==> src/rtl/bram_fifo_ctrl.sv <==
// rtl/bram_fifo_ctrl.sv - FIFO controller over an external dual-port BRAM with a 2-entry FWFT output buffer
// Optional flush input enabled by defining BRAM_FIFO_CTRL_FLUSH_EN.
module bram_fifo_ctrl #(
  parameter int DATA_WIDTH = 8,
  parameter int ADDR_WIDTH = 10
) (
  input  logic                  i_clk,
  input  logic                  i_reset_n,
`ifdef BRAM_FIFO_CTRL_FLUSH_EN
  input  logic                  i_flush,
`endif
  input  logic                  i_wr_valid,
  output logic                  o_wr_ready,
  input  logic [DATA_WIDTH-1:0] i_wr_data,
  output logic                  o_rd_valid,
  input  logic                  i_rd_ready,
  output logic [DATA_WIDTH-1:0] o_rd_data,
  output logic [ADDR_WIDTH+1:0] o_count,
  output logic                  o_full,
  output logic                  o_empty,
  output logic                  o_enA,
  output logic                  o_weA,
  output logic [ADDR_WIDTH-1:0] o_addrA,
  output logic [DATA_WIDTH-1:0] o_dinA,
  output logic                  o_enB,
  output logic                  o_weB,
  output logic [ADDR_WIDTH-1:0] o_addrB,
  input  logic [DATA_WIDTH-1:0] i_doutB
);

  logic [ADDR_WIDTH-1:0] r_wr_ptr;
  logic [ADDR_WIDTH-1:0] r_rd_ptr;
  logic [ADDR_WIDTH:0]   r_mem_count;
  logic                  r_inflight;
  logic [1:0]            r_buf_occ;
  logic [DATA_WIDTH-1:0] r_buf0;
  logic [DATA_WIDTH-1:0] r_buf1;

  logic       w_flush;
  logic       w_wr_ready;
  logic       w_push;
  logic       w_pop;
  logic       w_issue;
  logic [1:0] w_after_pop;
  logic [2:0] w_pending;

`ifdef BRAM_FIFO_CTRL_FLUSH_EN
  assign w_flush = i_flush;
`else
  assign w_flush = 1'b0;
`endif

  // mem_count never exceeds DEPTH, so its MSB alone signals a full RAM
  assign w_wr_ready  = !r_mem_count[ADDR_WIDTH] && !w_flush;
  assign w_push      = i_reset_n && i_wr_valid && w_wr_ready;
  assign w_pop       = (r_buf_occ != 2'd0) && i_rd_ready && !w_flush;
  assign w_after_pop = r_buf_occ - {1'b0, w_pop};
  assign w_pending   = {1'b0, r_buf_occ} + {2'b00, r_inflight} - {2'b00, w_pop};
  assign w_issue     = i_reset_n && !w_flush && (r_mem_count != '0) && (w_pending < 3'd2);

  always_ff @(posedge i_clk) begin
    if (!i_reset_n || w_flush) begin
      r_wr_ptr    <= '0;
      r_rd_ptr    <= '0;
      r_mem_count <= '0;
      r_inflight  <= 1'b0;
      r_buf_occ   <= 2'd0;
      r_buf0      <= '0;
      r_buf1      <= '0;
    end else begin
      if (w_push) r_wr_ptr <= r_wr_ptr + 1'b1;
      if (w_issue) r_rd_ptr <= r_rd_ptr + 1'b1;
      case ({w_push, w_issue})
        2'b10:   r_mem_count <= r_mem_count + 1'b1;
        2'b01:   r_mem_count <= r_mem_count - 1'b1;
        default: r_mem_count <= r_mem_count;
      endcase
      r_inflight <= w_issue;
      if (w_pop) r_buf0 <= r_buf1;
      // returning RAM data lands in the first slot left free after this cycle's pop
      if (r_inflight) begin
        if (w_after_pop == 2'd0) r_buf0 <= i_doutB;
        else                     r_buf1 <= i_doutB;
      end
      r_buf_occ <= w_after_pop + {1'b0, r_inflight};
    end
  end

  assign o_wr_ready = w_wr_ready;
  assign o_full     = !w_wr_ready;
  assign o_rd_valid = (r_buf_occ != 2'd0);
  assign o_empty    = (r_buf_occ == 2'd0);
  assign o_rd_data  = r_buf0;
  assign o_count    = {1'b0, r_mem_count} + {{(ADDR_WIDTH+1){1'b0}}, r_inflight} + {{ADDR_WIDTH{1'b0}}, r_buf_occ};
  assign o_enA      = w_push;
  assign o_weA      = w_push;
  assign o_addrA    = r_wr_ptr;
  assign o_dinA     = i_wr_data;
  assign o_enB      = w_issue;
  assign o_weB      = 1'b0;
  assign o_addrB    = r_rd_ptr;

endmodule
==> config.mk <==
export PLATFORM = sky130hd
export DESIGN_NAME = bram_fifo_ctrl
export DESIGN_NICKNAME = d
export VERILOG_FILES = /design/src/rtl/bram_fifo_ctrl.sv
export SDC_FILE = /design/constraint.sdc
export NUM_CORES = 1
export LEC_CHECK = 0
export ABC_AREA = 1
export CORE_ASPECT_RATIO = 0.5
export CORE_MARGIN = 2
export CORE_UTILIZATION = 45
export CTS_CLUSTER_DIAMETER = 60
export DETAILED_ROUTE_END_ITERATION = 8
export PLACE_DENSITY = 0.82
export REMOVE_ABC_BUFFERS = 1
export SETUP_SLACK_MARGIN = 0.1
export SYNTH_ARGS = -nofsm -noshare
export SYNTH_HDL_FRONTEND = slang
export SYNTH_SLANG_ARGS = --single-unit
==> constraint.sdc <==
create_clock -name i_clk -period 5.65 [get_ports i_clk]
set_input_delay 1.695 -clock i_clk [delete_from_list [all_inputs] [get_ports i_clk]]
set_output_delay 1.695 -clock i_clk [all_outputs]
set_load 0.01 [all_outputs]
### Yosys cells after proc, flatten, opt, wreduce, memory -nomap -nowiden

Cells that the tools add are included.

* add/sub/neg operators: 10
* order comparisons: 1
* equal/unequal tests: 2
* multiplexer cells: 4
* bitwise logic cells: 1
* reduce and logical (&&, ||, !) cells: 12

Operator list (number)
* two-way mux 8 bit: 3
* case mux 11 bit (2 select lines): 1
* adder 10 x 1 -> 10 bit, second input constant: 2
* adder 11 x 1 -> 12 bit: 1
* adder 12 x 2 -> 12 bit: 1
* adder 11 x 1 -> 11 bit, second input constant: 1
* nonzero test 11 bit: 1
* subtractor 11 x 1 -> 11 bit, second input constant: 1
* logical AND 1 bit: 5
* zero test 2 bit: 2
* nonzero test 2 bit: 2
* adder 2 x 1 -> 3 bit: 1
* < comparator 3 x 2 -> 1 bit, second input constant: 1
* subtractor 3 x 1 -> 3 bit: 1
* adder 2 x 1 -> 2 bit: 1
* == test 2 x 1 -> 1 bit, second input constant: 1
* == test 2 bit, second input constant: 1
* AND reduction 2 bit: 1
* subtractor 2 x 1 -> 2 bit: 1
* zero test 1 bit: 1
* inverter 1 bit: 1

* flip-flop bits (word level): 50
* bits of input ports: 20
* output and inout port bits: 56
* logic and storage cells: 37

### Longest topological paths before layout

* word-level depth: 7
* gate-level depth with buffers: 27
* depth with buffers taken out: 26

### Least setup slack after synthesis

No wires, ideal clock.

* path type: input to output
* start point: input i_rd_ready
* end point: output o_enB
* arrival time: 3.254 ns
* required time: 3.955 ns
* slack: 0.701 ns
* stages: 11
* cells stage by stage: nand2_4 inv_2 ha_1 inv_1 nand2_1 fa_1 nand3_1 a21oi_2 o21ai_2 inv_2 buf_6

* longest elaborated chain between the ends: 4

Ends and longest elaborated chain
* from (decl): RTL line 16 `input logic i_rd_ready,`
* logical AND 1 bit: RTL line 56 `assign w_pop = (r_buf_occ != 2'd0) && i_rd_ready && !w_flush;`
* subtractor 3 x 1 -> 3 bit: RTL line 58 `assign w_pending = {1'b0, r_buf_occ} + {2'b00, r_inflight} - {2'b00, w_pop};`
* < comparator 3 x 2 -> 1 bit: RTL line 59 `assign w_issue = i_reset_n && !w_flush && (r_mem_count != '0) && (w_pending < 3'd2);`
* logical AND 1 bit: RTL line 59
* to (decl): RTL line 25 `output logic o_enB,`

Every way passes these cells.

### Final worst setup path

Ends and elaborated chain as after synthesis.

==> flow_metrics.py <==
metrics = {
    "outcome": {
        "status": "completed",
    },
    "cts": {
        "cts.sink_count": 50,
        "cts_hold_buf": 0,
        "cts_buffers": 5,
        "cts_tree": "yes",
        "cts_htree_levels": 2,
        "cts_setup_buffers": 0,
        "clock_latency_ns": 0.29,
        "clock_path_buffers": 2,
        "cts-root-buf": "clkbuf_16",
        "clkTransAtPathRegs_ns": 0.07,
    },
    "setup_path": {
        "cp.required_ns": 3.95,
        "setup.worst_path.class": "in -> out",
        "crit_path_end_kind": "output port",
        "critPathLaunchType": "primary input",
        "worst_ep_arrival_time_ns": 3.74,
        "crit_fanout": 2,
    },
    "sta": {
        "fin_setup_tns_ns": 0,
        "slew_violations": 0,
        "holdWs_ns": 0.5047,
        "period_share_pct": 96.18,
        "rsz0062_at_grt": "no",
        "slew_headroom_pct": 54.47,
        "worst_slew_pin_slew_ns": 0.6820,
        "fin_crit_ns": 5.434,
        "skew_ns": 0.005681,
        "hold_viol": 0,
        "fmax_mhz": 184.0,
        "setup_viol": 0,
    },
    "min_path": {
        "hp-class": "reg -> reg",
    },
    "yosys": {
        "synth_cells": 475,
        "synth-edff-count": 0,
        "ys_seq_area_share_pct": 30.62,
        "yosysTopAreaCell": "dfxtp_1",
        "syn-cell-area_um2": 3269,
        "ys.flop_type": "dfxtp_1",
        "synth_area_leaders": "dfxtp_1 31%, nand2_1 14%, inv_1 7.8%",
        "async_reset_ff_share_pct": 0,
        "syn_avg_cell_area_um2": 6.883,
        "ys_warn_count": 0,
        "ys_ff_latch": 50,
        "ys_types": 36,
        "synth_top_cell_area_share_pct": 30.62,
    },
    "cells_and_area": {
        "n_antenna_cell": 0,
        "design_area_um2": 4053,
        "drive_gt1_share_pct": 8.902,
        "nets": 567,
        "utilization_pct": 59.10,
        "area_growth_pct": 23.96,
    },
    "place": {
        "io_buffers": 58,
        "hpwl_um": 5580,
        "gp_congestion": 0.9166,
        "postPlaceCellArea_um2": 3880,
    },
    "routing": {
        "first_pass_iters": 4,
        "routedWlPerCell_um": 12.13,
        "routed_wl_um": 7521,
        "avgViaCountPerCell": 4.890,
        "num_vias": 3032,
        "drc": 0,
        "drt_iter0_drc": 111,
        "ant_nets": 0,
    },
    "floorplanning": {
        "die_w_um": 124.5,
        "io_pins": 76,
        "die_y_um": 64.27,
        "core_area_um2": 6858,
        "row_count": 21,
        "die_area_um2": 8004,
        "initial_core_util_pct": 47.67,
    },
    "pwr": {
        "cellPowerDensity_nw_per_um2": 450.0,
        "total_power_uw": 1824,
        "leakage_uw": 0.001844,
        "ir_drop_mv": 0.2522,
    },
    "global_route": {
        "grt_pass1_wl_um": 13030,
        "grt_max_degree": 32,
        "antenna_found_initial": 0,
        "gr-total-overflow": 0,
        "grt_usage_pct": 19.32,
        "grt_pass1_vias": 2858,
    },
    "flow_run": {
        "maxCapViolCount": 0,
    },
}
-- routing by layer --
| metal | part of all wire (%) | global-route usage [%] | vias to the layer above |
|---|---|---|---|
| li1 | - | - | 1590 |
| met1 | 49 | 26.34 | 1363 |
| met2 | 47 | 31.97 | 75 |
| met3 | 4.2 | 3.685 | 4 |
| met5 | 0 | 0 | - |
| met4 | 0.32 | 4.354 | 0 |
-- power breakdown --
part	total, uW	internal [uW]	switching [uW]
logic	954	411	543
clock network	348	211	137
registers	521	441	79.9
total	1820	1060	760
-- synth_stat cells (2+ instances only) --
cell type and instances:
a21oi_1 36, a21oi_2 10, buf_2 4, buf_4 12, buf_6 2, clkbuf_1 2, dfxtp_1 50, fa_1 4
ha_1 16, inv_1 68, inv_2 5, nand2_1 120, nand3_1 28, nand3_2 2, nand4_1 5, nor2_1 37
nor2_2 4, nor3_1 4, nor3_2 3, o21ai_0 22, o21ai_1 5, xnor2_1 6, xor2_1 17
-- critical path, stage by stage --
cell	delay, ns
clkdlybuf4s50_1	0.50
nand2_4	0.06
inv_2	0.05
ha_1	0.21
inv_1	0.07
nand2_1	0.07
fa_1	0.49
nand3_1	0.09
a21oi_2	0.13
o21ai_2	0.08
inv_2	0.07
clkdlybuf4s15_1	0.23
-- registers in the layout (all words and copies together), names as in the netlist --
signal / flops
r_mem_count: 11
o_addrA: 10
o_addrB: 10
o_rd_data: 8
r_buf1: 8
r_buf_occ: 2
r_inflight: 1
-- metrics by stage --
stage          cells  setup slack (ns)
2_1_floorplan    454            0.6578
3_3_place_gp     612          -0.06399
3_5_place_dp     612           -0.1027
4_1_cts          620            0.1684
5_1_grt          620            0.1053
6_report         620            0.2156
-- final cells by class --
type | count | area, um2
Fill cell | 610 | 2805
Tap cell | 92 | 115.1
Sequential cell | 50 | 1001
Timing Repair Buffer | 66 | 640.6
Inverter | 74 | 279.0
Clock inverter | 3 | 47.55
Clock buffer | 5 | 125.1
Multi-Input combinational cell | 330 | 1844
-- path summary, 6_finish.rpt --
kind | from | endpoint | slack, ns | cells past startpoint
worst max register to register | r_buf_occ[1]$_SDFF_PN0_ | r_mem_count[5]$_SDFFE_PN0P_ | 1.86 | 22
worst min register to register | o_addrA[7]$_SDFFE_PN0P_ | o_addrA[7]$_SDFFE_PN0P_ | 0.50 | 2
worst min-delay path | o_addrA[7]$_SDFFE_PN0P_ | o_addrA[7]$_SDFFE_PN0P_ | 0.50 | 2
worst max-delay path | i_rd_ready | o_enB | 0.22 | 12
-- logic make-up (layout without fill, tap and decap cells) --
| kind of cell | after synthesis | in the layout | share of synthesized area (%) |
|---|---|---|---|
| AOI/OAI and AO/OA | 76 | 76 | 13.05 |
| DFF | 50 | 50 | 30.62 |
| adders and majority gates | 20 | 20 | 8.573 |
| buffers and inverters | 95 | 148 | 12.97 |
| other | 1 | 1 | 0.1147 |
| xor gates and xnor gates | 23 | 23 | 6.161 |
| and+or+nand+nor | 210 | 210 | 28.51 |
-- repair_timing --
item | in CTS | in global routing
setup endpoints to repair | 1 | 1
pin swaps | 0 | 0
resized for setup | 1 | 1
-- cells in the final DEF, fill, tap and decap left out, drive strengths merged, types with 2 or more instances in the layout --
master	instances
a21oi	46
buf	8
clkbuf	5
clkdlybuf4s50	57
clkinv	2
dfxtp	50
fa	4
ha	16
inv	74
nand2	121
nand3	31
nand4	5
nor2	42
nor3	8
o21ai	28
xnor2	6
xor2	17
(Power assumes the default switching activity.)
